**src/rtl/uart_rx.sv**
```systemverilog
// uart_rx: 8N1 UART receiver driven by a 16x oversampling tick.
// Two-flop line synchroniser, start-bit validation at mid-bit, mid-bit data
// sampling LSB-first, stop-bit check, and a valid/rd holding register with
// sticky overrun and frame-error flags.
module uart_rx #(
  parameter int DATA_BITS = 8,
  parameter int OS_RATE   = 16
) (
  input  logic                 clk,
  input  logic                 rst,
  input  logic                 rx_tick,
  input  logic                 rx,
  input  logic                 rd,
  output logic [DATA_BITS-1:0] data,
  output logic                 valid,
  output logic                 overrun,
  output logic                 frame_err
);

  localparam int TCW = $clog2(OS_RATE);
  localparam int BCW = (DATA_BITS > 1) ? $clog2(DATA_BITS) : 1;

  localparam logic [TCW-1:0] HALF_M1  = TCW'(OS_RATE/2 - 1);
  localparam logic [TCW-1:0] FULL_M1  = TCW'(OS_RATE - 1);
  localparam logic [BCW-1:0] LAST_BIT = BCW'(DATA_BITS - 1);

  typedef enum logic [2:0] {IDLE, START, DATA, STOP, BRK} state_t;

  state_t               state, state_nx;
  logic [TCW-1:0]       tick_cnt, tick_nx;
  logic [BCW-1:0]       bit_cnt, bit_nx;
  logic [DATA_BITS-1:0] shreg, shreg_nx;
  logic                 sync_a, rx_s;
  logic                 load, ferr_set;

  // Two-flop synchroniser; idles high so reset never looks like a start edge.
  always_ff @(posedge clk) begin
    if (rst) begin
      sync_a <= 1'b1;
      rx_s   <= 1'b1;
    end else begin
      sync_a <= rx;
      rx_s   <= sync_a;
    end
  end

  // Receiver state and counters; all next values come from the comb block.
  always_ff @(posedge clk) begin
    if (rst) begin
      state    <= IDLE;
      tick_cnt <= '0;
      bit_cnt  <= '0;
      shreg    <= '0;
    end else begin
      state    <= state_nx;
      tick_cnt <= tick_nx;
      bit_cnt  <= bit_nx;
      shreg    <= shreg_nx;
    end
  end

  // Next-state logic; nothing moves except on an oversampling tick.
  always_comb begin
    state_nx = state;
    tick_nx  = tick_cnt;
    bit_nx   = bit_cnt;
    shreg_nx = shreg;
    load     = 1'b0;
    ferr_set = 1'b0;
    if (rx_tick) begin
      case (state)
        IDLE: begin
          if (!rx_s) begin
            state_nx = START;
            tick_nx  = '0;
          end
        end
        START: begin
          if (tick_cnt == HALF_M1) begin
            // Still low at mid start bit: a real start, else a glitch.
            tick_nx  = '0;
            bit_nx   = '0;
            state_nx = rx_s ? IDLE : DATA;
          end else begin
            tick_nx = tick_cnt + TCW'(1);
          end
        end
        DATA: begin
          if (tick_cnt == FULL_M1) begin
            tick_nx  = '0;
            shreg_nx = {rx_s, shreg[DATA_BITS-1:1]};
            if (bit_cnt == LAST_BIT) state_nx = STOP;
            else                     bit_nx   = bit_cnt + BCW'(1);
          end else begin
            tick_nx = tick_cnt + TCW'(1);
          end
        end
        STOP: begin
          if (tick_cnt == FULL_M1) begin
            tick_nx = '0;
            if (rx_s) begin
              load     = 1'b1;
              state_nx = IDLE;
            end else begin
              ferr_set = 1'b1;
              state_nx = BRK;
            end
          end else begin
            tick_nx = tick_cnt + TCW'(1);
          end
        end
        BRK: begin
          // Wait for the line to return high so a held break cannot retrigger.
          if (rx_s) state_nx = IDLE;
        end
        default: state_nx = IDLE;
      endcase
    end
  end

  // Consumer-side holding register; a load or flag set beats a same-cycle rd.
  always_ff @(posedge clk) begin
    if (rst) begin
      data      <= '0;
      valid     <= 1'b0;
      overrun   <= 1'b0;
      frame_err <= 1'b0;
    end else begin
      if (rd) begin
        valid     <= 1'b0;
        overrun   <= 1'b0;
        frame_err <= 1'b0;
      end
      if (load) begin
        data  <= shreg;
        valid <= 1'b1;
        if (valid && !rd) overrun <= 1'b1;
      end
      if (ferr_set) frame_err <= 1'b1;
    end
  end

endmodule

```
**config.mk**
```make
export PLATFORM = sky130hd
export DESIGN_NAME = uart_rx
export DESIGN_NICKNAME = d
export VERILOG_FILES = /design/src/rtl/uart_rx.sv
export SDC_FILE = /design/constraint.sdc
export NUM_CORES = 1
export LEC_CHECK = 0
export CAP_MARGIN = 20
export CELL_PAD_IN_SITES_DETAIL_PLACEMENT = 0
export CELL_PAD_IN_SITES_GLOBAL_PLACEMENT = 1
export CORE_MARGIN = 2
export CORE_UTILIZATION = 30
export DETAILED_ROUTE_END_ITERATION = 7
export PLACE_DENSITY = 0.61
export SKIP_LAST_GASP = 1
export SYNTH_ARGS = -nofsm -noshare
export SYNTH_HDL_FRONTEND = slang
export SYNTH_SLANG_ARGS = --single-unit
export TNS_END_PERCENT = 5
```
**constraint.sdc**
```tcl
create_clock -name clk -period 3.4 [get_ports clk]
set_input_delay 0.68 -clock clk [delete_from_list [all_inputs] [get_ports clk]]
set_output_delay 0.68 -clock clk [all_outputs]
set_load 0.02 [all_outputs]
```
## Word level (Yosys, flattened, before mapping)

Index checks and enable logic that the tools add are counted.
W data, S select, Z words.

- Register bits after elaboration: 31
- Input port bits: 5
- Output and inout port bits: 11
- Logic and storage cells: 69

- Add/sub/neg operators: 2
- Equality and inequality tests: 14
- Mux-type cells: 31
- Reductions and logical operators: 12

Operators with widths:

| cell | count |
|---|---|
| $mux W3 | 10 |
| $pmux W3 S5 | 1 |
| $mux W1 | 14 |
| $ne A2 B2 Y1 const B | 7 |
| $mux W4 | 3 |
| $pmux W4 S3 | 1 |
| $reduce_and A7 Y1 | 1 |
| $eq A3 B2 Y1 const B | 2 |
| $eq A3 B3 Y1 const B | 2 |
| $pmux W3 S2 | 1 |
| $reduce_and A3 Y1 | 2 |
| $reduce_bool A2 Y1 | 3 |
| $reduce_and A5 Y1 | 1 |
| $add A4 B1 Y4 const B | 1 |
| $eq A4 B3 Y1 const B | 1 |
| $eq A4 B4 Y1 const B | 1 |
| $add A3 B1 Y3 const B | 1 |
| $eq A3 B1 Y1 const B | 1 |
| $logic_not A3 Y1 | 1 |
| $reduce_bool A3 Y1 | 1 |
| $mux W2 | 1 |
| $reduce_or A2 Y1 | 1 |
| $logic_and A1 B1 Y1 | 1 |
| $logic_not A1 Y1 | 1 |

## Depth between registers and ports, before layout

Gate-level depths: netlist of run 1.

- Depth in word-level cells: 5
- Gate-level depth with buffers: 7

## Least setup slack after synthesis of run 1

OpenSTA, ideal clock, no wires.

- Kind: input -> register
- From: in rx_tick
- To: reg data[0]
- Setup time: 128 ps
- Arrival: 1533 ps
- Path slack: 1740 ps
- Stages on the path: 6
- Buffers on the path: 2
- Cells stage by stage: and4b_1 -> clkbuf_1 -> nand3_1 -> buf_2 -> mux2i_1 -> nor2_1

- Longest elaborated chain between the ends: 1

Ends and longest elaborated chain:

| item | RTL line | source |
|---|---|---|
| start: declaration | 11 | `input logic rx_tick,` |
| $mux W1 | 70 | `if (rx_tick) begin` |
| end signal: assignment | 135 | `data <= shreg;` |
| end: declaration | 14 | `output logic [DATA_BITS-1:0] data,` |

Every way passes these cells.
A chain may end at the register's enable or synchronous reset.

## Worst setup path in the final report of run 1

- From: in rx_tick
- To: reg data[6]

The elaborated chain is that of the path after synthesis.

==> impl_metrics.tcl, run 1 <==
set metrics [dict create \
    outcome "complete, no violations" \
    htree_levels 2 \
    grt_max_degree 32 \
    path_max_fanout 9 \
    power.density_nw_per_um2 472 \
    rows 23 \
    avgSynthCellArea_sq_um 9.66 \
    die_w_microns 69.9 \
    place.gp.congestion 0.666 \
    wl_met3_microns 102 \
    maxUsedRoutingLayer "met4" \
    grt_use_total_pct 11.9 \
    synth.cell_area_sq_um 1300 \
    synth_top_area_share_pct 47.6 \
    syn_inst 135 \
    dp_slack_ns 0.790 \
    worstSetupStartpointType "input pin" \
    final.fill_count 423 \
    slew_viol_final 0 \
    synth_common_cells "dfxtp_1 (31), nor2_1 (21), mux2i_1 (17)" \
    ys.warnings.count 0 \
    cp.required_ns 3.55 \
    wl_met2_microns 1250 \
    fin_skew_ns 0.00513 \
    syn2layout_area_growth_pct 22.9 \
    layout_setup_ws_ns 1.13 \
    yosys-top-cells-area "dfxtp_1 (48%), mux2i_1 (13%), nor2_1 (6.0%)" \
    period_share_pct 66.8 \
    r2r_setup_slack_ns 1.47 \
    overflow 0 \
    worstSetupEndpointType "flop" \
    die_h_microns 69.9 \
    vias_per_cell 4.98 \
    antenna_left 0 \
    numCtsBuffers 5 \
    yosysTopAreaCell "dfxtp_1" \
    synthFlopType "dfxtp_1" \
    worst_pin_slew_ns 0.531 \
    arrival_ns 2.43 \
    wl_microns 2590 \
    slowest_delay_ns 0.60 \
    cts_sinks 31 \
    placed_area_sq_um 1490 \
    antennaDiodeCount 0 \
    tns_ns 0 \
    grt_pass1_wl_microns 4640 \
    drt-met1-wl_microns 1220 \
    wl_per_cell_microns 12.9 \
    cts-root-buf "clkbuf_8" \
    finalSetupViolations 0 \
    yosys.cell_types.count 38 \
    min_path_type "flop to flop" \
    antenna_found_initial 0 \
    crit_path_cell_trace "clkdlybuf4s50_1 > and4b_1 > nand3_1 > mux2i_1 > nor2_1" \
    synth_edf_count 0 \
    critPathTopFamily "simple AND/OR/NAND/NOR gates" \
    ys_seq_area_share_pct 47.6 \
    synth.ff_latch_count 31 \
    post-route-min-period_ns 2.27 \
    place_hpwl_microns 1800 \
    io_pins 16 \
    finalCoreUtilization_pct 39.2 \
    tritoncts "yes" \
    finalHoldViolCount 0 \
    rsz0062_at_grt "false" \
    cap_violations 0 \
    fmax_mhz 440 \
    drive_above_1_share_pct 7.95 \
    clk_pin_slew_worst_paths_ns 0.07 \
    async_flop_share_pct 0 \
    drc 0 \
    io_buffers 15 \
    syn_nets 143 \
    max_slew_margin_pct 64.1 \
    cts.hold.buffers_added 0 \
    path_buf_inv 1 \
    crit_slowest_cell "clkdlybuf4s50_1" \
    cts_resized 0 \
    drt_iter0_drc 69 \
    dieArea_sq_um 4890 \
    clk_latency_ns 0.28 \
    nets 158 \
    leakagePower_nw 0.622 \
    final-instance-count-excl-fill 201 \
    path_class "input pin to flop" \
    yosysMostFrequentCell "dfxtp_1" \
    floorplan.initialDensity_pct 31.9 \
    stdcell_area_sq_um 1600 \
    via_count 1001 \
    core_area_sq_um 4090 \
    ir_drop_mv 0.247 \
    drt_first_pass_iters 4 \
    cts_buffer_depth 2 \
    cts_setup_buffers 0 \
    dp_cells 193 \
    first_global_vias 1004 \
]
routing by layer:
metal  vias to the layer above  GRT usage, %
li1                        512             -
met1                       472          15.2
met2                        15          18.3
met3                         2          5.05
met4                         0          3.21
met5                         -             0
sequential cells by signal, summed over array words and instances (netlist names):
register and count:
shreg 8, frame_err 1, valid 1, tick_cnt 4, rx_s 1, state 3
sync_a 1, data 8, overrun 1, bit_cnt 3
kinds of logic after synthesis:
group	after synthesis	synth area share, %
xor+xnor	1	0.672
flops	31	47.6
simple gates	50	20.1
fa+ha+maj	3	2.88
buf+inv	9	3.26
compound gates	24	12.5
mux	17	13.1
report_power, final:
group	leakage, nW	internal (mW)	total [mW]	switching (mW)
clock network	0.0612	0.237	0.369	0.132
logic	0.311	0.00896	0.0198	0.0109
registers	0.250	0.365	0.368	0.00287
total	0.622	0.611	0.757	0.146
layout by cell type, fill, tap and decap left out, drive strengths merged, types with 2 or more instances in the layout:
| cell type | Yosys | routed |
|---|---|---|
| o2111ai | 2 | 2 |
| clkdlybuf4s50 | 0 | 15 |
| nand3 | 2 | 2 |
| nand2b | 3 | 3 |
| nand2 | 7 | 7 |
| or3b | 2 | 2 |
| mux2i | 17 | 17 |
| nor3b | 4 | 4 |
| dfxtp | 31 | 31 |
| nor2 | 22 | 22 |
| o21ai | 2 | 2 |
| a311oi | 2 | 2 |
| ha | 3 | 3 |
| clkbuf | 6 | 6 |
| a21oi | 9 | 9 |
| or2 | 2 | 2 |
metrics by stage:
step                total power [mW]  hold WS, ns
floorplan                      0.386        0.389
global placement               0.396        0.393
detailed placement             0.396        0.401
CTS                            0.773        0.418
global route                   0.797        0.432
finish                         0.757        0.412
area by class of cell:
| cell class | count | area, sq um | area share (%) |
|---|---|---|---|
| well taps | 50 | 62.6 | 3.90 |
| multi-input cells | 95 | 641 | 40.0 |
| clock buffers | 6 | 82.6 | 5.15 |
| flip-flops and latches | 31 | 621 | 38.7 |
| clock inverters | 2 | 35.0 | 2.19 |
| repair buffers | 16 | 158 | 9.84 |
| inverters | 1 | 3.75 | 0.234 |
worst paths after layout:
kind / from / end / cells past startpoint
setup / recovery: rx_tick / data[6] / 5
hold reg to reg: sync_a / rx_s / 1
setup reg to reg: tick_cnt[0] / data[6] / 5
hold / removal: sync_a / rx_s / 1
(Power assumes the default switching activity.)
==> run 2, diff against run 1 <==
- clock period: 3.4 -> 2.1 ns (I/O delays scaled with it)
==> run 2 against run 1 <==
First-iteration DRC count is 20% lower. Combinational power is 88% higher. Flip-flop and latch count stayed put. Worst hold slack better by 0.0012 ns. Critical path depth is 1 lower. Clock skew is 0.00073 ns lower. Register-to-register slack worse by 1.2 ns. Core utilization is 1.9 points higher. Count of clock-buffer cells in the layout stayed put. Largest power group unchanged. Highest routed layer unchanged.
==> impl_metrics.tcl, run 2 (synthesized netlist as in run 1, its figures left out) <==
set metrics [dict create \
    antennaDiodeCount 0 \
    cts_resized 0 \
    cts.hold.buffers_added 0 \
    period_share_pct 87.6 \
    nets 163 \
    crit_slowest_cell "dfxtp_1" \
    clk_latency_ns 0.28 \
    reg2reg_to "tick_cnt[3]" \
    critPathTopFamily "simple AND/OR/NAND/NOR gates" \
    rr_worst_depth 4 \
    hold_end "rx_s" \
    cts_sinks 31 \
    holdWs_ns 0.414 \
    rows 23 \
    max_slew_margin_pct 67.3 \
    crit_path_cell_trace "nor2_1 > a311o_1 > or4b_1 > a21oi_1" \
    slew_viol_final 0 \
    grt_pass1_wl_microns 4710 \
    worst_pin_slew_ns 0.484 \
    ir_drop_mv 0.353 \
    drt_first_pass_iters 4 \
    first_global_vias 1001 \
    drive_above_1_share_pct 10.3 \
    final.fill_count 432 \
    tns_ns 0 \
    r2r_setup_slack_ns 0.26 \
    post-route-min-period_ns 1.84 \
    antenna_found_initial 0 \
    fmax_mhz 544 \
    slowest_delay_ns 0.56 \
    place.gp.congestion 0.715 \
    vias_per_cell 4.99 \
    floorplan.initialDensity_pct 31.9 \
    tritoncts "yes" \
    cp.required_ns 2.31 \
    cts_setup_buffers 0 \
    rsz0062_at_grt "false" \
    overflow 0 \
    path_class "flop to flop" \
    dieArea_sq_um 4890 \
    cts-root-buf "clkbuf_8" \
    numCtsBuffers 5 \
    grt_max_degree 24 \
    fin_skew_ns 0.00440 \
    die_w_microns 69.9 \
    wl_per_cell_microns 12.7 \
    via_count 1027 \
    clk_pin_slew_worst_paths_ns 0.07 \
    arrival_ns 2.05 \
    path_max_fanout 13 \
    antenna_left 0 \
    die_h_microns 69.9 \
    worstSetupStartpointType "flop" \
    outcome "complete, no violations" \
    drc 0 \
    wl_microns 2630 \
    io_pins 16 \
    htree_levels 2 \
    syn2layout_area_growth_pct 28.9 \
    cts_buffer_depth 2 \
    leakagePower_nw 0.658 \
    path_buf_inv 0 \
    place_hpwl_microns 1820 \
    min_path_type "flop to flop" \
    finalHoldViolCount 0 \
    power.density_nw_per_um2 790 \
    core_area_sq_um 4090 \
    layout_common_cells "dfxtp_1 (31), nor2_1 (21), mux2i_1 (17)" \
    grt_use_total_pct 12.4 \
    finalCoreUtilization_pct 41.1 \
    finalSetupViolations 0 \
    worstHoldStart "sync_a" \
    cap_violations 0 \
    worstSetupEndpointType "flop" \
    hold_depth 1 \
    rr_startpoint "state[1]" \
    drt_iter0_drc 55 \
    layout_commonest_cell "dfxtp_1" \
    io_buffers 15 \
    reg_top3 "data x8, shreg x8, tick_cnt x4" \
]
## run 2: per-stage QoR
stage,std cells,instance area [sq um],power (mW),worst slack [ns]
after floorplan,135,1300,0.626,0.495
after global placement,198,1550,0.645,0.153
after detailed placement,198,1550,0.645,0.148
after CTS,206,1680,1.35,0.265
after global routing,206,1680,1.40,0.100
final,206,1680,1.33,0.261
## run 2: worst max-delay path by stage
stage | cells after the start | to | slack [ns] | from
after floorplan | 4 | tick_cnt[3] | 0.49 | tick_cnt[0]
after global placement | 5 | tick_cnt[3] | 0.15 | rx_tick
after detailed placement | 5 | tick_cnt[3] | 0.15 | rx_tick
after CTS | 4 | tick_cnt[3] | 0.26 | state[1]
after global routing | 4 | tick_cnt[3] | 0.10 | state[1]
final | 4 | tick_cnt[3] | 0.26 | state[1]
## run 2: cell type report
class | instances | area (sq um) | area share [%]
inverters | 1 | 3.75 | 0.223
repair buffers | 21 | 220 | 13.1
multi-input cells | 95 | 641 | 38.1
well taps | 50 | 62.6 | 3.72
clock inverters | 2 | 60.1 | 3.57
clock buffers | 6 | 72.6 | 4.32
flip-flops and latches | 31 | 621 | 36.9
## run 2: routing by layer
| metal | vias up | global-route usage (%) | part of all wire [%] |
|---|---|---|---|
| met5 | - | 0 | 0 |
| met4 | 0 | 5.77 | 2.1 |
| met3 | 7 | 5.77 | 4.8 |
| met2 | 18 | 19.6 | 47 |
| met1 | 481 | 14.2 | 46 |
| li1 | 521 | - | - |
## run 2: where the power goes
part / switching (mW) / internal [mW] / leakage (nW) / total [mW]
registers: 0.00283 / 0.591 / 0.250 / 0.594
clock network: 0.222 / 0.474 / 0.0654 / 0.696
logic: 0.0195 / 0.0178 / 0.343 / 0.0373
